===== src/rtl/regfile_bist_pkg.sv =====
// Shared definitions for the register-file BIST engine: geometry, FSM encoding
// and the address-dependent test pattern.
package regfile_bist_pkg;

   localparam int             RF_DEPTH   = 32;
   localparam int             RF_AW      = 5;
   localparam int             RF_DW      = 32;
   localparam logic [31:0]    RF_SEED    = 32'hA5A5_A5A5;
   localparam logic [31:0]    BYTE_SPLAT = 32'h0101_0101;

   typedef enum logic [2:0] {
      ST_IDLE = 3'd0,
      ST_WR0  = 3'd1,
      ST_RD0  = 3'd2,
      ST_WR1  = 3'd3,
      ST_RD1  = 3'd4,
      ST_DONE = 3'd5
   } bist_state_t;

   // Phase 0 spreads the address into every byte; phase 1 is its complement.
   function automatic logic [31:0] pat(input logic [31:0] x, input logic phase,
                                       input logic [31:0] seed);
      logic [31:0] p;
      p = seed ^ (x * BYTE_SPLAT);
      return phase ? ~p : p;
   endfunction

endpackage


===== src/rtl/regfile_bist_cmp.sv =====
// Expected-value generation and two-port read-back compare; rd1 wins when
// both ports mismatch in the same cycle.
module regfile_bist_cmp
   import regfile_bist_pkg::*;
#(
   parameter int          DEPTH   = RF_DEPTH,
   parameter int          AW      = RF_AW,
   parameter int          DW      = RF_DW,
   parameter logic [31:0] SEED    = RF_SEED,
   parameter bit          R0_ZERO = 1'b1
) (
   input  logic [AW-1:0] a_i,
   input  logic          phase_i,
   input  logic [DW-1:0] rd1_i,
   input  logic [DW-1:0] rd2_i,
   output logic          mismatch_o,
   output logic          port_o,
   output logic [AW-1:0] addr_o,
   output logic [DW-1:0] data_o
);

   logic [AW-1:0] addr2;
   logic [DW-1:0] exp1;
   logic [DW-1:0] exp2;

   function automatic logic [DW-1:0] expected(input logic [AW-1:0] x, input logic phase);
      if (R0_ZERO && (x == '0)) return '0;
      return DW'(pat(32'(x), phase, SEED));
   endfunction

   assign addr2 = AW'(DEPTH - 1) - a_i;
   assign exp1  = expected(a_i, phase_i);
   assign exp2  = expected(addr2, phase_i);

   // NOTE: every output gets a default before the branches so no latch is inferred.
   always_comb begin
      mismatch_o = 1'b0;
      port_o     = 1'b0;
      addr_o     = '0;
      data_o     = '0;
      if (rd1_i != exp1) begin
         mismatch_o = 1'b1;
         addr_o     = a_i;
         data_o     = rd1_i;
      end else if (rd2_i != exp2) begin
         mismatch_o = 1'b1;
         port_o     = 1'b1;
         addr_o     = addr2;
         data_o     = rd2_i;
      end
   end

endmodule


===== src/rtl/regfile_bist.sv =====
// Register-file BIST: writes two complementary patterns to every register and
// reads each back through both read ports, latching the first mismatch.
module regfile_bist
   import regfile_bist_pkg::*;
#(
   parameter int          DEPTH   = RF_DEPTH,
   parameter int          AW      = RF_AW,
   parameter int          DW      = RF_DW,
   parameter logic [31:0] SEED    = RF_SEED,
   parameter bit          R0_ZERO = 1'b1
) (
   input  logic          clk,
   input  logic          rst_n,
   input  logic          start,
   output logic          busy,
   output logic          done,
   output logic          pass,
   output logic [AW-1:0] fail_addr,
   output logic          fail_port,
   output logic [DW-1:0] fail_data,
   output logic          rf_we,
   output logic [AW-1:0] rf_wa,
   output logic [DW-1:0] rf_wd,
   output logic [AW-1:0] rf_ra1,
   output logic [AW-1:0] rf_ra2,
   input  logic [DW-1:0] rf_rd1,
   input  logic [DW-1:0] rf_rd2
);

   localparam logic [AW-1:0] A_LAST = AW'(DEPTH - 1);

   bist_state_t   state_q;
   logic [AW-1:0] a_q;
   logic          busy_q;
   logic          done_q;
   logic          pass_q;
   logic [AW-1:0] fail_addr_q;
   logic          fail_port_q;
   logic [DW-1:0] fail_data_q;

   logic          phase;
   logic          mism;
   logic          mism_port;
   logic [AW-1:0] mism_addr;
   logic [DW-1:0] mism_data;

   assign phase = (state_q == ST_WR1) || (state_q == ST_RD1);

   regfile_bist_cmp #(
      .DEPTH   (DEPTH),
      .AW      (AW),
      .DW      (DW),
      .SEED    (SEED),
      .R0_ZERO (R0_ZERO)
   ) u_cmp (
      .a_i        (a_q),
      .phase_i    (phase),
      .rd1_i      (rf_rd1),
      .rd2_i      (rf_rd2),
      .mismatch_o (mism),
      .port_o     (mism_port),
      .addr_o     (mism_addr),
      .data_o     (mism_data)
   );

   // NOTE: sequential state uses non-blocking assignments so every register
   // samples pre-edge values, independent of statement order.
   always_ff @(posedge clk or negedge rst_n) begin
      if (!rst_n) begin
         state_q     <= ST_IDLE;
         a_q         <= '0;
         busy_q      <= 1'b0;
         done_q      <= 1'b0;
         pass_q      <= 1'b0;
         fail_addr_q <= '0;
         fail_port_q <= 1'b0;
         fail_data_q <= '0;
      end else begin
         case (state_q)
            ST_IDLE, ST_DONE: begin
               if (start) begin
                  state_q     <= ST_WR0;
                  a_q         <= '0;
                  busy_q      <= 1'b1;
                  done_q      <= 1'b0;
                  pass_q      <= 1'b0;
                  fail_addr_q <= '0;
                  fail_port_q <= 1'b0;
                  fail_data_q <= '0;
               end
            end
            ST_WR0, ST_WR1: begin
               if (a_q == A_LAST) begin
                  a_q     <= '0;
                  state_q <= (state_q == ST_WR0) ? ST_RD0 : ST_RD1;
               end else begin
                  a_q <= a_q + 1'b1;
               end
            end
            ST_RD0, ST_RD1: begin
               if (mism) begin
                  state_q     <= ST_DONE;
                  busy_q      <= 1'b0;
                  done_q      <= 1'b1;
                  fail_addr_q <= mism_addr;
                  fail_port_q <= mism_port;
                  fail_data_q <= mism_data;
               end else if (a_q == A_LAST) begin
                  a_q <= '0;
                  if (state_q == ST_RD0) begin
                     state_q <= ST_WR1;
                  end else begin
                     state_q <= ST_DONE;
                     busy_q  <= 1'b0;
                     done_q  <= 1'b1;
                     pass_q  <= 1'b1;
                  end
               end else begin
                  a_q <= a_q + 1'b1;
               end
            end
            default: begin
               state_q <= ST_IDLE;
               busy_q  <= 1'b0;
            end
         endcase
      end
   end

   // Port drive is a pure decode of state and counter, so read data never
   // reaches an output combinationally.
   always_comb begin
      rf_we  = 1'b0;
      rf_wa  = '0;
      rf_wd  = '0;
      rf_ra1 = '0;
      rf_ra2 = '0;
      case (state_q)
         ST_WR0, ST_WR1: begin
            rf_we = 1'b1;
            rf_wa = a_q;
            rf_wd = DW'(pat(32'(a_q), phase, SEED));
         end
         ST_RD0, ST_RD1: begin
            rf_ra1 = a_q;
            rf_ra2 = A_LAST - a_q;
         end
         default: ;
      endcase
   end

   assign busy      = busy_q;
   assign done      = done_q;
   assign pass      = pass_q;
   assign fail_addr = fail_addr_q;
   assign fail_port = fail_port_q;
   assign fail_data = fail_data_q;

endmodule


===== config.mk =====
export PLATFORM = sky130hd
export DESIGN_NAME = regfile_bist
export DESIGN_NICKNAME = d
export VERILOG_FILES = /design/src/rtl/regfile_bist_pkg.sv /design/src/rtl/regfile_bist_cmp.sv /design/src/rtl/regfile_bist.sv
export SDC_FILE = /design/constraint.sdc
export NUM_CORES = 1
export LEC_CHECK = 0
export CAP_MARGIN = 20
export CORE_ASPECT_RATIO = 1.4
export CORE_UTILIZATION = 28
export CTS_CLUSTER_DIAMETER = 200
export CTS_CLUSTER_SIZE = 16
export DETAILED_ROUTE_END_ITERATION = 12
export GPL_TIMING_DRIVEN = 0
export PLACE_DENSITY = 0.56
export SYNTH_ARGS = -nofsm -noshare
export SYNTH_HDL_FRONTEND = slang
export SYNTH_HIERARCHICAL = 1
export SYNTH_SLANG_ARGS = --single-unit

===== constraint.sdc =====
create_clock -name clk -period 11.3 [get_ports clk]
set_clock_uncertainty 0.05 [all_clocks]
set_input_delay 2.825 -clock clk [delete_from_list [all_inputs] [get_ports clk]]
set_output_delay 2.825 -clock clk [all_outputs]
set_load 0.02 [all_outputs]

After elaboration in Yosys (flattened, before gate mapping)
Cells that the tools add are included.

Input port bits: 67. Output and inout port bits: 89. Logic and storage cells: 98. Register bits after elaboration: 49.

Bitwise operators: 5. Equality and inequality tests: 16. Multiply operators: 2. Reductions and logical operators: 15. Add/sub/neg operators: 2. Muxes and demuxes: 50.

Operators by type and width (number): $mux W32 (11); $ne A32 B32 Y1 (2); $not A32 Y32 (2); $pmux W32 S2 (1); $mul A5 B25 Y30 const B (2); $mux W5 (9); $not A15 Y16 (2); $mux W3 (6); $mux W1 (16); $pmux W5 S3 (1); $ne A2 B2 Y1 const B (6); $logic_not A5 Y1 (2); $pmux W5 S2 (1); $pmux W3 S3 (1); $reduce_and A3 Y1 (3); $reduce_and A4 Y1 (2); $eq A3 B2 Y1 const B (2); $eq A3 B3 Y1 const B (2); $ne A3 B3 Y1 const B (2); $pmux W1 S2 (3); $reduce_or A2 Y1 (3); $add A5 B1 Y5 const B (1); $eq A5 B5 Y1 const B (1); $reduce_and A5 Y1 (1); 8 further kinds (8).

Longest topological paths before layout
Depth after elaboration: 11. Depth in mapped cells: 20. Depth with buffers taken out: 14.

By module
Netlist, hierarchy kept.

By module, submodules not included: regfile_bist (cells each 231, area an instance 2461.1 um2, instances 1); regfile_bist_cmp (cells each 292, area an instance 1714.1 um2, instances 1).

Least setup slack after synthesis
OpenSTA, ideal clock, no wires.

Path kind: input port to flip-flop. From: input port rf_rd1[4]. To: register fail_addr_q[0] (netlist: fail_addr[0]). Data arrival time: 5.730 ns. Path buffers: 4. Path slack: 5.454 ns. Cell stages on the path: 15. Required time: 11.184 ns. Library setup time: 0.066 ns. Cells stage by stage: or4_1 > mux2_4 > nor2_2 > a22oi_1 > or4_4 > buf_6 > buf_2 > inv_1 > nand2_1 > nand2b_1 > a21oi_1 > o31ai_1 > buf_4 > buf_4 > a22o_1.

Longest elaborated chain between the ends: 4. Elaborated cells between the ends (all ways): 7. Classes of those cells: 2 x eq/ne; 4 x mux; 1 x reduce/logical.

RTL lines: start: declaration (RTL line regfile_bist.sv:26) `input logic [DW-1:0] rf_rd1,`; $ne A32 B32 Y1 (RTL line regfile_bist_cmp.sv:41) `if (rd1_i != exp1) begin`; $mux W1 (RTL line regfile_bist_cmp.sv:41); via mism (RTL line regfile_bist.sv:42) `logic mism;`; $ne A2 B2 Y1 (no line); $reduce_and A3 Y1 (no line); end signal: assignment (RTL line regfile_bist.sv:105) `fail_addr_q <= mism_addr;`; end: declaration (RTL line regfile_bist.sv:37) `logic [AW-1:0] fail_addr_q;`.

The timed path passes the listed nets, and every way through them passes these cells. The select of a mux whose other input is x is not followed. A chain may end at the register's enable or synchronous reset.

Worst setup path after layout
From: input port rf_rd2[5]. To: register fail_addr_q[0] (netlist: fail_addr[0]).

Longest elaborated chain between the ends: 5. Elaborated cells between the ends (all ways): 9. Classes of those cells: 2 x eq/ne; 6 x mux; 1 x reduce/logical.

RTL lines: start: declaration (RTL line regfile_bist.sv:27) `input logic [DW-1:0] rf_rd2`; $ne A32 B32 Y1 (RTL line regfile_bist_cmp.sv:45) `end else if (rd2_i != exp2) begin`; $mux W1 (RTL line regfile_bist_cmp.sv:45); $mux W1 (RTL line regfile_bist_cmp.sv:41); via mism (RTL line regfile_bist.sv:42); $ne A2 B2 Y1 (no line); $reduce_and A3 Y1 (no line).

The timed path passes the listed nets, and every way through them passes these cells. The select of a mux whose other input is x is not followed.

==> flow_summary.yaml <==
outcome:
  status: "finished, final reports clean"
detailed_routing:
  antenna_left: 0
  first_iter_violations: 353
  wl_microns: 17300
  post_drt_via_cell_ratio: 5.47
  drt-pass1-iter-count: 5
  drc: 0
  vias: 4782
  wire_per_inst_microns: 19.8
place:
  gp_routability_congestion: 0.885
  hpwl_microns: 13800
  placement.io_buffers: 155
  dp_slack_ns: 4.20
job:
  cap_violations: 0
cells_and_area:
  drive_gt1_share_pct: 11.7
  multiInputGateArea_sq_um: 2500
  postLayoutCoreUtil_pct: 42.3
  diodes: 0
  fillers: 1461
  areaGrowthSynthToFinish_pct: 47.1
  register_area_sq_um: 1230
  num-nets-final: 755
sta:
  hold_slack_ns: 0.444
  worst_pin_slew_ns: 0.609
  tns_ns: 0
  hold_viol_final: 0
  setup_viol: 0
  setup_ws_ns: 4.34
  post-route-period-util_pct: 61.6
  min_period_ns: 6.96
  grt_setup_unrepaired: "no"
  fmax_mhz: 144
  slew_headroom_pct: 59.4
  slew_violations: 0
synth:
  netlist_instances: 523
  syn_area_sq_um: 4180
  ys_ff_latch: 49
  synth_flop_cell: "dfrtp_1"
  yosysWarnings: 6
  synth_cell_types: 66
  avgSynthCellArea_sq_um: 7.98
  synthArstFlopShare_pct: 100
  synth_edf_count: 0
  synth_fp_nets: 592
  yosysSeqAreaShare_pct: 29.4
cts:
  clockBufferDepth: 2
  hold_buffers: 0
  cts-root-buf: "clkbuf_16"
  cts_buffers: 5
  cts_setup_buffers: 0
  clkTransAtPathRegs_ns: 0.07
  cts_tree: "yes"
  clk_latency_ns: 0.29
  clock-sinks: 49
  htreeDepth: 2
  cts_resized: 0
power_and_ir_drop:
  pwr-share-comb_pct: 70.9
  p_sw_uw: 681
  powerDensity_nw_per_um2: 250
  switching_share_pct: 44.3
  intPower_uw: 856
  pwr-share-seq_pct: 17.8
  pwr-share-clk_pct: 11.3
  total_power_mw: 1.54
  leakagePower_nw: 2.56
  peakVddDrop_v: 0.000283
worst_setup_path:
  worstSetupPathType: "primary input to register"
  cp-end-kind: "register"
  critical_path.max_stage_delay_ns: 0.58
  worstPathArrival_ns: 7.14
  cp_max_fo: 10
  required_ns: 11.48
  worst-path-buf-inv: 3
  startpoint_type: "primary input"
  crit_family: "simple AND/OR/NAND/NOR gates"
  path_cells: "clkdlybuf4s50_1 -> or4_1 -> nor4_1 -> nor2_1 -> nor4_1 -> nand3_1 -> nor3b_4 -> nand2_1 -> nand2b_1 -> a21oi_1 -> o31ai_1 -> buf_4 -> buf_4 -> a22o_1"
  slowest_stage: "or4_1"
global_route:
  grt.total_usage_pct: 22.2
  grt_pass1_wl_microns: 26600
  gr-total-overflow: 0
  grt_max_degree: 32
  grt_pass1_vias: 4795
  antenna_found_initial: 0
floorplanning:
  die_area_sq_um: 15400
  die_w_microns: 105
  row_count: 52
  core-area_sq_um: 14500
  start_util_pct: 28.8
  design.portCount: 156
  fp.dieH_microns: 146
hold_path:
  min_path_type: "register to register"
-- area by class of cell --
class | instances | area share, %
tap | 189 | 3.85
inverter | 11 | 0.672
sequential | 49 | 20.0
timing repair buffer | 156 | 25.5
multi-input combinational | 397 | 40.8
clock inverter | 2 | 0.631
buffer | 66 | 6.58
clock buffer | 5 | 2.04
-- per-layer routing --
metal | GRT usage (%) | wire, microns | up-vias
met5 | 0 | 0 | -
met4 | 9.72 | 656 | 0
met3 | 4.38 | 1250 | 43
met2 | 39.6 | 8660 | 253
met1 | 25.3 | 6720 | 2237
li1 | - | - | 2249
-- worst register-to-register path: stages (launching register included) --
cell	delay [ns]
dfrtp_1	0.48
clkbuf_1	0.35
and3_1	0.33
a21o_1	0.26
buf_2	0.29
buf_2	0.31
nand4_1	0.11
nor4_1	0.33
nor3_1	0.12
nor4_1	0.36
nand3_1	0.18
nor3b_4	0.52
nand2_1	0.32
nand2b_1	0.26
a21oi_1	0.10
o31ai_1	0.34
buf_4	0.24
buf_4	0.19
a22o_1	0.16
-- registers in the layout (all words and copies together), names as in the netlist --
register and cells:
busy 1, a_q 5, state_q 3, fail_addr 5, fail_port 1, done 1, fail_data 32, pass 1
-- worst paths after layout --
check / endpoint / slack [ns] / depth (start not counted) / from
min in group asynchronous: fail_data[29]$_DFFE_PN0P_ / 2.41 / 1 / rst_n
worst min register to register: busy$_DFFE_PN0P_ / 0.44 / 1 / busy$_DFFE_PN0P_
worst max-delay path: fail_addr[0]$_DFFE_PN0P_ / 4.34 / 14 / rf_rd2[5]
max in group asynchronous: a_q[0]$_DFFE_PN0P_ / 8.28 / 2 / rst_n
worst min-delay path: busy$_DFFE_PN0P_ / 0.44 / 1 / busy$_DFFE_PN0P_
worst max register to register: fail_addr[0]$_DFFE_PN0P_ / 5.94 / 18 / state_q[1]$_DFFE_PN0P_
-- kinds of logic after synthesis --
kind of cell	share of synthesized area, %
buffers and inverters	10.7
XOR/XNOR	2.10
multiplexers	2.79
AND/OR/NAND/NOR	24.5
adder cells (fa/ha/maj)	0.599
AO/OA/AOI/OAI	30.0
flip-flops	29.4
-- cell usage after synthesis (all sizes together), types with 8 or more instances --
cell type,number,share of area (%)
and2,13,1.9
nor4,8,1.2
a211oi,9,1.6
nand4,18,2.7
a21oi,17,2.0
a22o,39,8.2
nand2b,9,1.3
nor2,32,2.9
inv,11,0.99
mux2i,9,2.2
o21ai,76,9.1
dfrtp,49,29
nand2,51,4.6
clkbuf,11,0.99
buf,55,8.7
nor3,8,0.96
-- power groups by stage --
| stage | combinational [mW] | sequential [mW] | clock, mW |
|---|---|---|---|
| global route | 1.16 | 0.282 | 0.181 |
| floorplan | 0.610 | 0.309 | 0 |
| global placement | 1.08 | 0.274 | 0 |
| detailed placement | 1.08 | 0.277 | 0 |
| CTS | 1.09 | 0.274 | 0.177 |
| finish | 1.09 | 0.273 | 0.174 |
-- layout by cell type (no fill, tap or decap), types with 6 or more instances in the layout --
cell | Yosys | layout
a211oi_1 | 9 | 9
a21oi_1 | 17 | 17
a22o_1 | 39 | 39
a31oi_1 | 7 | 7
and2_1 | 13 | 13
buf_2 | 23 | 24
buf_4 | 30 | 30
clkbuf_1 | 11 | 11
clkdlybuf4s50_1 | 0 | 154
dfrtp_1 | 49 | 49
inv_1 | 11 | 11
mux2i_1 | 9 | 9
nand2_1 | 51 | 51
nand2b_1 | 9 | 9
nand3_1 | 7 | 7
nand4_1 | 18 | 18
nor2_1 | 31 | 31
nor3_1 | 8 | 8
nor4_1 | 8 | 8
o21ai_0 | 63 | 63
o21ai_1 | 13 | 13
or4_1 | 6 | 6
-- per-stage QoR --
stage | cells | instance area (sq um)
after floorplan | 523 | 4180
after global placement | 867 | 5960
after detailed placement | 868 | 5980
after CTS | 875 | 6140
after global routing | 875 | 6140
final | 875 | 6140
Note: power is estimated with default switching activity, not from simulation.
